## src/rtl/rf_writeback_ctrl.sv

```systemverilog
// Register-file write port controller: zero-fills r0..r31 after reset, then merges
// single-cycle ALU writebacks (priority) with loads buffered in a small FIFO.
module rf_writeback_ctrl #(
  parameter int DEPTH          = 4,
  parameter bit CLEAR_ON_RESET = 1'b1
) (
  input  logic        clk,
  input  logic        rst,
  input  logic        alu_valid,
  input  logic [4:0]  alu_reg,
  input  logic [31:0] alu_data,
  output logic        alu_ready,
  input  logic        mem_valid,
  input  logic [4:0]  mem_reg,
  input  logic [31:0] mem_data,
  output logic        mem_ready,
  output logic        busy,
  output logic [4:0]  WriteReg,
  output logic [1:0]  RegWrite,
  output logic [31:0] WriteData
);

  localparam int AW = $clog2(DEPTH);

  typedef enum logic {INIT, RUN} state_t;

  state_t           state_reg;
  logic [4:0]       fill_cnt_reg;
  logic [AW-1:0]    head_reg;
  logic [AW-1:0]    tail_reg;
  logic [AW:0]      count_reg;
  logic [DEPTH-1:0] q_kill_reg;
  logic [4:0]       q_dst_mem  [DEPTH];
  logic [31:0]      q_data_mem [DEPTH];

  logic run;
  logic alu_wr;
  logic push;
  logic pop;
  logic pop_wr;

  assign run       = (state_reg == RUN);
  assign busy      = !run;
  assign alu_ready = run;
  assign mem_ready = run && (count_reg < (AW+1)'(DEPTH));

  // r0 requests are accepted but fall through to the queue/idle branch.
  assign alu_wr = run && alu_valid && (alu_reg != 5'd0);
  assign push   = mem_valid && mem_ready;
  assign pop    = run && !alu_wr && (count_reg != '0);
  assign pop_wr = pop && !q_kill_reg[head_reg] && (q_dst_mem[head_reg] != 5'd0);

  always_ff @(posedge clk or posedge rst) begin
    if (rst) begin
      state_reg    <= CLEAR_ON_RESET ? INIT : RUN;
      fill_cnt_reg <= '0;
      RegWrite     <= 2'b00;
      WriteReg     <= '0;
      WriteData    <= '0;
      head_reg     <= '0;
      tail_reg     <= '0;
      count_reg    <= '0;
    end else if (state_reg == INIT) begin
      RegWrite     <= 2'b01;
      WriteReg     <= fill_cnt_reg;
      WriteData    <= '0;
      fill_cnt_reg <= fill_cnt_reg + 5'd1;
      if (fill_cnt_reg == 5'd31)
        state_reg <= RUN;
    end else begin
      if (alu_wr) begin
        RegWrite  <= 2'b01;
        WriteReg  <= alu_reg;
        WriteData <= alu_data;
      end else if (pop_wr) begin
        RegWrite  <= 2'b01;
        WriteReg  <= q_dst_mem[head_reg];
        WriteData <= q_data_mem[head_reg];
      end else begin
        RegWrite <= 2'b00;
      end
      if (push)
        tail_reg <= tail_reg + 1'b1;
      if (pop)
        head_reg <= head_reg + 1'b1;
      case ({push, pop})
        2'b10:   count_reg <= count_reg + 1'b1;
        2'b01:   count_reg <= count_reg - 1'b1;
        default: count_reg <= count_reg;
      endcase
    end
  end

  always_ff @(posedge clk) begin
    if (push) begin
      q_dst_mem[tail_reg]  <= mem_reg;
      q_data_mem[tail_reg] <= mem_data;
    end
  end

  // A load entering on the same edge as a matching ALU write is younger, so push wins.
  genvar gi;
  generate
    for (gi = 0; gi < DEPTH; gi++) begin : g_kill
      always_ff @(posedge clk or posedge rst) begin
        if (rst)
          q_kill_reg[gi] <= 1'b0;
        else if (push && (tail_reg == AW'(gi)))
          q_kill_reg[gi] <= 1'b0;
        else if (alu_wr && (q_dst_mem[gi] == alu_reg))
          q_kill_reg[gi] <= 1'b1;
      end
    end
  endgenerate

endmodule

```

## config.mk

```make
export PLATFORM = sky130hd
export DESIGN_NAME = rf_writeback_ctrl
export DESIGN_NICKNAME = d
export VERILOG_FILES = /design/src/rtl/rf_writeback_ctrl.sv
export SDC_FILE = /design/constraint.sdc
export NUM_CORES = 1
export LEC_CHECK = 0
export CORE_MARGIN = 4
export CORE_UTILIZATION = 49
export DETAILED_ROUTE_END_ITERATION = 16
export GPL_TIMING_DRIVEN = 0
export HOLD_SLACK_MARGIN = 0.1
export PLACE_DENSITY_LB_ADDON = 0.08
export SLEW_MARGIN = 30
export SYNTH_ARGS = -nofsm -noshare
export SYNTH_HDL_FRONTEND = slang
export SYNTH_SLANG_ARGS = --single-unit
export TNS_END_PERCENT = 30
```

## constraint.sdc

```tcl
create_clock -name clk -period 2.9 [get_ports clk]
set_clock_uncertainty 0.15 [all_clocks]
set_input_delay 0.435 -clock clk [delete_from_list [all_inputs] [get_ports clk]]
set_output_delay 0.435 -clock clk [all_outputs]
set_load 0.005 [all_outputs]
```

Word-level counts from Yosys, hierarchy flattened
Memory sizes are Yosys's and may differ from the RTL's.
Cells that the tools add are included.
- add/sub/neg operators: 5
- order comparisons: 2
- eq/ne operators: 11
- muxes and demuxes: 24
- reduce and logical (&&, ||, !) cells: 31
- operator list (kind ; number):
    $mux 32 ; 3
    $eq 5x5->1 ; 4
    $logic_and 1x1->1 ; 16
    $mux 1 ; 16
    $mux 5 ; 3
    $reduce_bool 2->1 ; 5
    $reduce_bool 5->1 ; 2
    $eq 2x2->1 const B ; 3
    $pmux 3 s2 ; 1
    $reduce_and 2->1 ; 3
    $add 5x1->5 const B ; 1
    $eq 5x5->1 const B ; 1
    $add 2x1->2 const B ; 2
    $eq 2x1->1 const B ; 2
    $add 3x1->3 const B ; 1
    $logic_not 1->1 ; 3
    $lt 2x3->1 const B ; 1
    $lt 3x3->1 const B ; 1
    $ne 3x1->1 const B ; 1
    $reduce_bool 3->1 ; 1
    $sub 3x1->3 const B ; 1
    $bmux 1 s2 ; 1
    $logic_not 2->1 ; 1
- register bits: 56
- RAM bits: 148
- input port bits: 78
- output and inout bits: 42
- memories: 2
- memory list (memory ; words ; bits a word ; rd ports ; clocked after Yosys merged registers in ; wr ports ; line ; RTL):
    q_data_mem ; 4 ; 32 ; 1 ; 0 ; 1 ; 34 ; logic [31:0] q_data_mem [DEPTH];
    q_dst_mem ; 4 ; 5 ; 5 ; 0 ; 1 ; 33 ; logic [4:0] q_dst_mem [DEPTH];

Longest topological paths before layout
- depth in word-level cells: 10
- depth in mapped cells: 11
- mapped depth without buffers: 10

Least setup slack after synthesis
OpenSTA, ideal clock, no wires.
- kind: input to register
- start point: input alu_reg[0]
- end point: register count_reg[2]
- library setup time: 0.079 ns
- data arrival time: 2.872 ns
- slack: -0.201 ns
- stages on the path: 11
- path buffers: 2
- cell sequence: clkbuf_1 -> or4_1 -> o21a_1 -> clkbuf_1 -> nor3_1 -> ha_1 -> inv_1 -> fa_1 -> xor2_1 -> nor2_1 -> xor2_1
- word-level cells in the longest chain between the ends: 8
- elaborated cells between the ends (all ways): 10
- ends and longest elaborated chain (what ; line ; RTL):
    start, declared ; 10 ; input logic [4:0] alu_reg,
    $reduce_bool 5->1 * ; 48 ; assign alu_wr = run && alu_valid && (alu_reg != 5'd0);
    $logic_and 1x1->1 * ; 48 ;
    $logic_not 1->1 * ; 50 ; assign pop = run && !alu_wr && (count_reg != '0);
    $logic_and 1x1->1 * (2 in a row) ; 50 ;
    $eq 2x1->1 / $eq 2x2->1 (equally long branches) ; 86 ; case ({push, pop})
    $reduce_bool 2->1 (no source line) ; - ;
    $reduce_and 2->1 (no source line) ; - ;
    end signal, assigned ; 87 ; 2'b10: count_reg <= count_reg + 1'b1;
    end signal, assigned ; 88 ; 2'b01: count_reg <= count_reg - 1'b1;
    end signal, assigned ; 89 ; default: count_reg <= count_reg;
    end, declared ; 31 ; logic [AW:0] count_reg;
Mark *: on every way between the ends. The rest lies on a longest branch, timed or not.
A chain may end at the register's enable or synchronous reset.

Final worst setup path
- start point: register state_reg (netlist: alu_ready)
- end point: output busy
- word-level cells in the longest chain between the ends: 1
- ends and longest elaborated chain (what ; line ; RTL):
    start, declared ; 27 ; state_t state_reg;
    start signal, assigned ; 55 ; state_reg <= CLEAR_ON_RESET ? INIT : RUN;
    $logic_not 1->1 ; 43 ; assign busy = !run;
    end, declared ; 17 ; output logic busy,
Every way passes these cells.

==> impl_metrics.csv <==
group,metric,value,unit
timing,finalHoldViolCount,0,
finish,fin_cells,896,
timing,setup-violations-final,0,
cts,cts_sinks,203,
logic_synthesis,synthTopCellsByArea,"edfxtp_1, dfrtp_1, mux4_2",
placed_design,post-place-cells,851,
drt,first_pass_iters,5,
logic_synthesis,yosysWarnings,0,
logic_synthesis,synth.top_cell.area_share,0.530,
timing,worst_slew_pin_slew,785,ps
grt,grt_pass1_wl,29.4,mm
timing,maxSlewHeadroom,0.476,
hold_path,hp-class,"register to register",
power,power_density,935,nW/um^2
logic_synthesis,syn_avg_cell_area,16.3,um^2
flow_run,cap_violations,0,
power,p_leak,3.92,nW
drt,first_iter_violations,280,
cts,clk_path_buf_depth,3,
cts,clk_pin_slew,60,ps
logic_synthesis,synth_top_area_cell,"edfxtp_1",
logic_synthesis,synth_cell_types,33,
floorplan,chipHeight,139,um
finish,largest_register_ffs,128,
worst_setup_path,end_kind,"primary output",
worst_setup_path,worst-path-max-fanout,10,
logic_synthesis,synth_nets,601,
worst_setup_path,crit_type,"register to primary output",
logic_synthesis,synth-seq-cells,203,
drt,routed_wl,18.0,mm
finish,final_common_cell,"edfxtp_1",
timing,fin_crit,2820,ps
logic_synthesis,ys_seq_area_frac,0.694,
floorplan,core-area,16700,um^2
worst_setup_path,r2r_slack,90,ps
timing,finalSetupTns,0,ps
logic_synthesis,synthCells,515,
drt,dr_total_vias,4825,
drt,met3RoutedLength,1.02,mm
floorplan,pin_count,120,
placed_design,dp_hpwl,11.8,mm
cts,cts-root-buf,"clkbuf_16",
drt,wl_per_cell,20.1,um
drt,top_layer,"met5",
timing,final_max_slew_viol_count,0,
timing,rsz0062_at_grt,"yes",
finish,largest-register,"q_data_mem",
placed_design,gp_congestion,0.862,
outcome,status,"completed",
cts,clock_latency,500,ps
worst_setup_path,worst_ep_arrival_time,2230,ps
worst_setup_path,cp-start-kind,"register",
timing,fmax,355,MHz
grt,grt_pass1_vias,5166,
floorplan,floorplan.initialDensity,0.502,
floorplan,die_w,139,um
grt,antenna_found_initial,1,
power,vdd_drop_max,0.548,mV
grt,grt_max_degree,43,
cts,cts_buffers,22,
timing,hold-worst-slack,335,ps
timing,fin_crit_sh,0.971,
power,power,10.1,mW
grt,grt_util_all_layers,0.192,
drt,vias_per_cell,5.39,
floorplan,rows,47,
finish,final_cell_mix,"edfxtp_1, clkdlybuf4s50_1, nand2_1, dfrtp_1, mux4_2",
drt,met2_length,8.98,mm
drt,ant_nets,0,
placed_design,portBuffers,113,
floorplan,dieArea,19300,um^2
grt,overflow,0,
drt,wl_met1,7.71,mm
finish,n_antenna_cell,0,
finish,area_delta_synth_final,28.8,%
finish,drive_gt1_frac,0.189,
worst_setup_path,cp_data_required_time,2320,ps
cts,htree_levels,1,
finish,reg_top3,"q_data_mem x128, WriteData x32, q_dst_mem x20",
finish,nets,746,
logic_synthesis,netlist_area,8390,um^2
drt,drc_errors,0,
cts,cts_tree,"done",
==> through the flow <==
stage	worst slack, ps	instance area [um^2]	util
after global placement	-631	9820	0.588
after CTS	-6.19	10800	0.644
after floorplan	13.0	8420	-
after global routing	-4.45	10800	0.647
final	84.8	10800	0.647
after detailed placement	-575	9930	0.595
==> cells by family after synthesis <==
| family | share of synthesized area |
|---|---|
| and+or+nand+nor | 0.0534 |
| other | 0.000447 |
| buffers and inverters | 0.0227 |
| adders and majority gates | 0.0128 |
| DFF | 0.694 |
| muxes | 0.154 |
| AOI/OAI and AO/OA | 0.0319 |
| xor gates and xnor gates | 0.0303 |
==> synthesized netlist by cell type <==
master,number
nor2_1,13
xor2_1,11
a21oi_1,32
or4_1,2
or2_2,1
o21ai_0,3
nand2b_1,1
xnor2_1,18
a221oi_1,2
edfxtp_1,148
mux2_2,20
mux2_1,19
buf_4,2
conb_1,1
ha_1,7
nand4_1,1
buf_6,3
dfrtp_1,55
o41ai_2,1
and3_1,5
a31oi_1,7
fa_1,1
mux4_2,38
o21a_1,1
o211ai_1,1
and2_1,1
inv_1,9
nand3_1,4
buf_1,7
clkbuf_1,19
nand2_1,74
nor3_1,6
buf_2,2
==> where the power goes <==
| part | total (mW) | leakage, nW | switching [mW] | internal, mW |
|---|---|---|---|---|
| clock | 2.80 | 0.356 | 1.08 | 1.72 |
| sequential | 4.05 | 2.01 | 0.260 | 3.79 |
| combinational | 3.25 | 1.55 | 1.40 | 1.86 |
==> critical path: stages (launching register included) <==
cell,delay [ps]
dfrtp_1,380
clkbuf_2,200
inv_2,170
clkbuf_4,250
buf_4,210
clkdlybuf4s50_1,520
==> final cells by class <==
| type | instances | area [um^2] |
|---|---|---|
| fill | 1220 | 5900 |
| clock buffer | 30 | 601 |
| multi-input combinational | 270 | 2440 |
| inverter | 9 | 36.3 |
| tap | 220 | 275 |
| timing repair buffer | 121 | 1270 |
| clock inverter | 10 | 131 |
| buffer | 33 | 225 |
| sequential | 203 | 5820 |
==> worst paths after layout <==
path | startpoint | to | depth (start not counted)
max | alu_ready | busy | 5
min | WriteData[20] | WriteData[20] | 1
max reg2reg | head_reg[0] | WriteData[29] | 7
min reg2reg | WriteData[20] | WriteData[20] | 1
max in group asynchronous | rst | WriteData[4] | 4
min in group asynchronous | rst | WriteData[26] | 3
==> per-layer routing <==
| layer | global-route usage | vias to the layer above |
|---|---|---|
| met2 | 0.321 | 141 |
| li1 | - | 2215 |
| met4 | 0.0438 | 2 |
| met5 | 0 | - |
| met1 | 0.264 | 2437 |
| met3 | 0.0376 | 30 |
==> timing repair <==
item,4_1_cts,5_1_grt
pin swaps,1,0
endpoints found under the hold margin,13,0
gates resized for setup,17,8
endpoints found under the setup margin,40,35
buffers inserted,3,1
gates cloned,0,0
hold buffers,1,0
Note: power is estimated with default switching activity, not from simulation.
